`config.mk`:
```
export PLATFORM = sky130hd
export DESIGN_NAME = bin2bcd_seq_flat
export DESIGN_NICKNAME = d
export VERILOG_FILES = /design/src/rtl/bin2bcd_seq_if.sv /design/src/rtl/bin2bcd_seq.sv /design/src/flat_wrapper.sv
export SDC_FILE = /design/constraint.sdc
export NUM_CORES = 1
export LEC_CHECK = 0
export BUFFER_PORTS_ARGS = -buffer_cell sky130_fd_sc_hd__buf_2
export CORE_MARGIN = 10
export CORE_UTILIZATION = 52
export CTS_CLUSTER_SIZE = 10
export DETAILED_ROUTE_END_ITERATION = 16
export PLACE_DENSITY = 0.86
export SETUP_SLACK_MARGIN = 0.3
export SYNTH_ARGS = -nofsm -noshare
export SYNTH_HDL_FRONTEND = slang
export SYNTH_SLANG_ARGS = --single-unit
```
`constraint.sdc`:
```
create_clock -name clk -period 1.96 [get_ports clk]
set_input_delay 0.098 -clock clk [delete_from_list [all_inputs] [get_ports clk]]
set_output_delay 0.098 -clock clk [all_outputs]
set_load 0.01 [all_outputs]
```
`src/rtl/bin2bcd_seq_if.sv`:
```
// Handshake and result bundle for the sequential binary-to-BCD converter.
interface bin2bcd_seq_if #(
  parameter int WIDTH  = 32,
  parameter int DIGITS = 10
);
  logic                  start;
  logic [WIDTH-1:0]      bin;
  logic                  busy;
  logic                  done;
  logic [4*DIGITS-1:0]   bcd;
  logic                  gt9999;
  logic                  neg;

  modport master (output start, bin, input busy, done, bcd, gt9999, neg);
  modport slave  (input start, bin, output busy, done, bcd, gt9999, neg);
endinterface

```
`src/rtl/bin2bcd_seq.sv`:
```
// Iterative double-dabble binary-to-BCD converter, one bit per clock.
// Define BIN2BCD_SIGNED_EN to treat bin as two's complement (magnitude + neg flag).
module bin2bcd_seq #(
  parameter int WIDTH  = 32,
  parameter int DIGITS = 10
) (
  input  logic          clk,
  input  logic          reset,
  bin2bcd_seq_if.slave  bus
);
  localparam int CW = $clog2(WIDTH + 1);
  localparam int BW = 4 * DIGITS;

  typedef enum logic {IDLE, SHIFT} state_t;

  state_t          state_q, state_d;
  logic [CW-1:0]   cnt_q, cnt_d;
  logic [WIDTH-1:0] sr_q, sr_d;
  logic [BW-1:0]   dig_q, dig_d;
  logic [BW-1:0]   bcd_q, bcd_d;
  logic            done_q, done_d;
  logic            gt_q, gt_d;
  logic            neg_q, neg_d;
  logic            sgn_q, sgn_d;

  logic [BW-1:0]    adj;
  logic [BW-1:0]    dig_sh;
  logic [WIDTH-1:0] operand;
  logic             sgn_in;

  // Add-3 correction on every digit before the shift keeps each digit in 0..9.
  for (genvar g = 0; g < DIGITS; g++) begin : g_adj
    assign adj[4*g +: 4] = (dig_q[4*g +: 4] >= 4'd5) ? dig_q[4*g +: 4] + 4'd3
                                                      : dig_q[4*g +: 4];
  end
  assign dig_sh = {adj[BW-2:0], sr_q[WIDTH-1]};

`ifdef BIN2BCD_SIGNED_EN
  // Unsigned negate: the most negative input maps to magnitude 2^(WIDTH-1).
  assign operand = bus.bin[WIDTH-1] ? (~bus.bin) + WIDTH'(1) : bus.bin;
  assign sgn_in  = bus.bin[WIDTH-1];
`else
  assign operand = bus.bin;
  assign sgn_in  = 1'b0;
`endif

  always_ff @(posedge clk or negedge reset) begin
    if (!reset) begin
      state_q <= IDLE;
      cnt_q   <= '0;
      sr_q    <= '0;
      dig_q   <= '0;
      bcd_q   <= '0;
      done_q  <= 1'b0;
      gt_q    <= 1'b0;
      neg_q   <= 1'b0;
      sgn_q   <= 1'b0;
    end else begin
      state_q <= state_d;
      cnt_q   <= cnt_d;
      sr_q    <= sr_d;
      dig_q   <= dig_d;
      bcd_q   <= bcd_d;
      done_q  <= done_d;
      gt_q    <= gt_d;
      neg_q   <= neg_d;
      sgn_q   <= sgn_d;
    end
  end

  always_comb begin
    state_d = state_q;
    cnt_d   = cnt_q;
    sr_d    = sr_q;
    dig_d   = dig_q;
    bcd_d   = bcd_q;
    done_d  = 1'b0;
    gt_d    = gt_q;
    neg_d   = neg_q;
    sgn_d   = sgn_q;
    case (state_q)
      IDLE: begin
        if (bus.start) begin
          sr_d    = operand;
          dig_d   = '0;
          cnt_d   = '0;
          sgn_d   = sgn_in;
          state_d = SHIFT;
        end
      end
      SHIFT: begin
        dig_d = dig_sh;
        sr_d  = sr_q << 1;
        cnt_d = cnt_q + CW'(1);
        // Last shift: publish the result on the same edge so outputs never show partials.
        if (cnt_q == CW'(WIDTH - 1)) begin
          bcd_d   = dig_sh;
          gt_d    = |dig_sh[BW-1:16];
          neg_d   = sgn_q;
          done_d  = 1'b1;
          state_d = IDLE;
        end
      end
      default: state_d = IDLE;
    endcase
  end

  assign bus.busy   = (state_q == SHIFT);
  assign bus.done   = done_q;
  assign bus.bcd    = bcd_q;
  assign bus.gt9999 = gt_q;
  assign bus.neg    = neg_q;
endmodule

```
`src/flat_wrapper.sv`:
```
// flat-port wrapper written by rule: the top's interface ports become plain ports
module bin2bcd_seq_flat 
#(
  parameter int WIDTH  = 32,
  parameter int DIGITS = 10
)
  (clk, reset, bus_start, bus_bin, bus_busy, bus_done, bus_bcd, bus_gt9999, bus_neg);
  bin2bcd_seq_if #(.WIDTH(WIDTH), .DIGITS(DIGITS)) bus_i ();
  input  logic clk;
  input  logic reset;
  input wire logic [$bits(bus_i.start)-1:0] bus_start;
  input wire logic [$bits(bus_i.bin)-1:0] bus_bin;
  output wire logic [$bits(bus_i.busy)-1:0] bus_busy;
  output wire logic [$bits(bus_i.done)-1:0] bus_done;
  output wire logic [$bits(bus_i.bcd)-1:0] bus_bcd;
  output wire logic [$bits(bus_i.gt9999)-1:0] bus_gt9999;
  output wire logic [$bits(bus_i.neg)-1:0] bus_neg;
  assign bus_i.start = bus_start;
  assign bus_i.bin = bus_bin;
  assign bus_busy = bus_i.busy;
  assign bus_done = bus_i.done;
  assign bus_bcd = bus_i.bcd;
  assign bus_gt9999 = bus_i.gt9999;
  assign bus_neg = bus_i.neg;
  bin2bcd_seq #(.WIDTH(WIDTH), .DIGITS(DIGITS)) u_core (.clk(clk), .reset(reset), .bus(bus_i));
endmodule
```
==> reports/results.txt <==
CTS buffer count = 17
1st-pass router iterations = 5
Multi-input logic area = 3190 µm²
Max Root-Sink Buffers = 2
Register area = 3030 µm²
CTS tree = done
DP HPWL = 9390 µm
Max incr delay on CP = 0.57 ns
Actual slew at the worst max-slew pin = 0.669 ns
Slew Viols, Final = 0
First-pass GRT wire length = 26,000 µm
Nets@finish = 771
Vias per inst = 5.87
Total Power = 15.7 mW
Total GRT Usage = 0.197
Remaining antenna violation count = 0
IO buf count = 77
Commonest non-fill, non-tap cells in the layout = 119 x dfrtp_1, 76 x buf_2, 62 x nand2_1
Vias in the first global route = 5,175
Syn_nets = 628
H-tree depth = 4
CP startpoint kind = flop
Initial DRC count = 342
R2r setup slk = -0.12 ns
Distinct cells, synth = 34
Failing checks = setup timing
Crit Path Max Fanout = 4
WL/cell = 20.1 µm
Status = complete, but fails checks
Maximum VDD drop = 1.23 mV
Reported max-cap violation count = 0
Fmax = 481 MHz
Buf/Inv on CP = 0
Family with the most delay on the worst path = simple AND/OR/NAND/NOR gates
Routed wire length = 17,400 µm
Root Driver = clkbuf_16
Kind of critical path = flop to flop
Final hold slack = 0.0132 ns
Commonest non-fill, non-tap cell in the layout = dfrtp_1
Fill cells = 622
Final core area utilization = 0.772
# clock sinks = 121
R2R depth = 7
Mapped Area = 5900 µm²
Detailed-route via count = 5,097
Worst-Skew Late Latency = 0.42 ns
Layout cell share with drive strength beyond 1 = 0.372
Core box area = 11,000 µm²
Initial antenna violation count = 0
Syn avg cell area = 10.3 µm²
Starting density of the core = 0.537
Worst Hold Depth = 3
P&R area growth vs syn = 43.7%
Critical Path Sink Type = flop
Final Hold Fails = 0
Ports = 79
Leak = 3.98 nW
# DRC = 0
Worst-path clk slew = 0.06 ns
Clock skew = 0.00656 ns
CP max stage cell = or4_4
Final setup viols = 1
Antenna cells = 0
Die W = 127 µm
Placer Congestion = 0.910
Register area share after synthesis = 0.513
Data arrival time of the worst path = 2.37 ns
Worst slew margin = 0.554
P per Cell Area = 1850 nW/µm²
Fin crit share = 1.06
CP Depth = 7
WP data required = 2.25 ns
Synth Register Bits = 121
GRT overflow = 0
Crit-path cells = ha_2, nand2b_4, a21oi_4, xnor2_2, or4_4, nor4_4, a31oi_1
Largest net degree at the start of global routing = 77
Full die area = 16,000 µm²
Worst Hold Class = input port to flop
Syn Inst Count = 572
RSZ-0062 raised after global routing = true
Fin worst setup slack = -0.117 ns
Period minus WS final = 2.08 ns
Die H = 127 µm
Cell Rows = 38
Synth warnings = 0
-- flip-flops by register name, indices dropped and copies added, names as in the netlist --
| register | count |
|---|---|
| u_core.bus.bcd | 40 |
| u_core.bus.busy | 1 |
| u_core.bus.done | 1 |
| u_core.bus.gt9999 | 1 |
| u_core.cnt_q | 6 |
| u_core.dig_q | 40 |
| u_core.sr_q | 32 |
-- Yosys cell counts --
master | n | area (µm²)
a21o_1 | 4 | 30.0
a21oi_1 | 43 | 215
a21oi_2 | 2 | 17.5
a22o_1 | 3 | 26.3
a31oi_1 | 3 | 18.8
a32o_1 | 1 | 10.0
and2_1 | 3 | 18.8
buf_1 | 4 | 15.0
buf_2 | 5 | 25.0
buf_4 | 1 | 7.51
clkbuf_1 | 21 | 78.8
conb_1 | 1 | 3.75
dfrtp_1 | 121 | 3030
ha_1 | 21 | 263
inv_1 | 20 | 75.1
mux2_2 | 21 | 236
mux2i_1 | 46 | 460
nand2_1 | 63 | 236
nand2b_1 | 36 | 225
nand2b_2 | 1 | 8.76
nand3_1 | 6 | 30.0
nand4_1 | 4 | 25.0
nor2_1 | 27 | 101
nor3b_1 | 18 | 135
nor3b_2 | 1 | 12.5
nor4_1 | 2 | 12.5
nor4_2 | 1 | 12.5
o211ai_1 | 1 | 7.51
o21a_1 | 1 | 7.51
o21ai_0 | 57 | 285
o31ai_1 | 21 | 158
or4_1 | 1 | 7.51
xnor2_1 | 11 | 96.3
xor2_1 | 1 | 8.76
-- layer usage --
layer,up-vias,GRT usage,part of all wire
met3,42,0.0775,0.070
met4,0,0.0630,0.027
met2,200,0.325,0.51
met5,-,0,0
met1,2578,0.230,0.39
li1,2277,-,-
-- power by group --
| group | internal [mW] | switching, mW |
|---|---|---|
| Combinational | 3.32 | 3.61 |
| Clock | 2.97 | 1.16 |
| Sequential | 3.58 | 1.05 |
| Total | 9.86 | 5.83 |
-- final cells by class --
class	instances	area share
clock buffers	20	0.0539
clock inverters	12	0.0372
inverters	20	0.00886
multi-input cells	400	0.377
flip-flops and latches	121	0.358
well taps	140	0.0207
repair buffers	155	0.145
-- logic make-up (layout without fill, tap and decap cells) --
logic type                 Yosys count  count (layout)  synth area share
and+or+nand+nor                    163             163             0.140
AOI/OAI and AO/OA                  136             136             0.131
DFF                                121             121             0.513
muxes                               67              67             0.118
buffers and inverters               51             207            0.0341
adders and majority gates           21              21            0.0445
xor gates and xnor gates            12              12            0.0178
other                                1               1          0.000636
-- tightest hold or removal path, stage by stage --
cell and delay, ns:
buf_2 0.08, mux2i_1 0.05, o21ai_0 0.16
-- what timing repair did --
item	CTS	global route
cloned	1	2
setup endpoints to repair	50	51
resized for setup	23	115
endpoints found under the hold margin	68	0
hold buffers	25	0
pin swaps	4	19
setup buffers	5	15
-- worst paths after layout --
| path | start | endpoint |
|---|---|---|
| max reg2reg | u_core.dig_q[24] | u_core.bus.gt9999 |
| min reg2reg | u_core.sr_q[30] | u_core.sr_q[31] |
| min | bus_bin[11] | u_core.sr_q[11] |
| min in group asynchronous | reset | u_core.bus.bcd[31] |
| max in group asynchronous | reset | u_core.bus.bcd[14] |
| max | u_core.dig_q[24] | u_core.bus.gt9999 |
-- per-stage QoR --
| stage | instance area (µm²) | setup TNS, ns | worst slack [ns] | instances |
|---|---|---|---|---|
| after floorplan | 5980 | 0 | 0.0729 | 572 |
| after global placement | 6670 | 0 | 0.0110 | 788 |
| after detailed placement | 6670 | -0.128 | -0.128 | 788 |
| after CTS | 7860 | -0.0945 | -0.0945 | 851 |
| after global routing | 8480 | -0.191 | -0.191 | 868 |
| final | 8480 | -0.117 | -0.117 | 868 |
(Power assumes the default switching activity.)
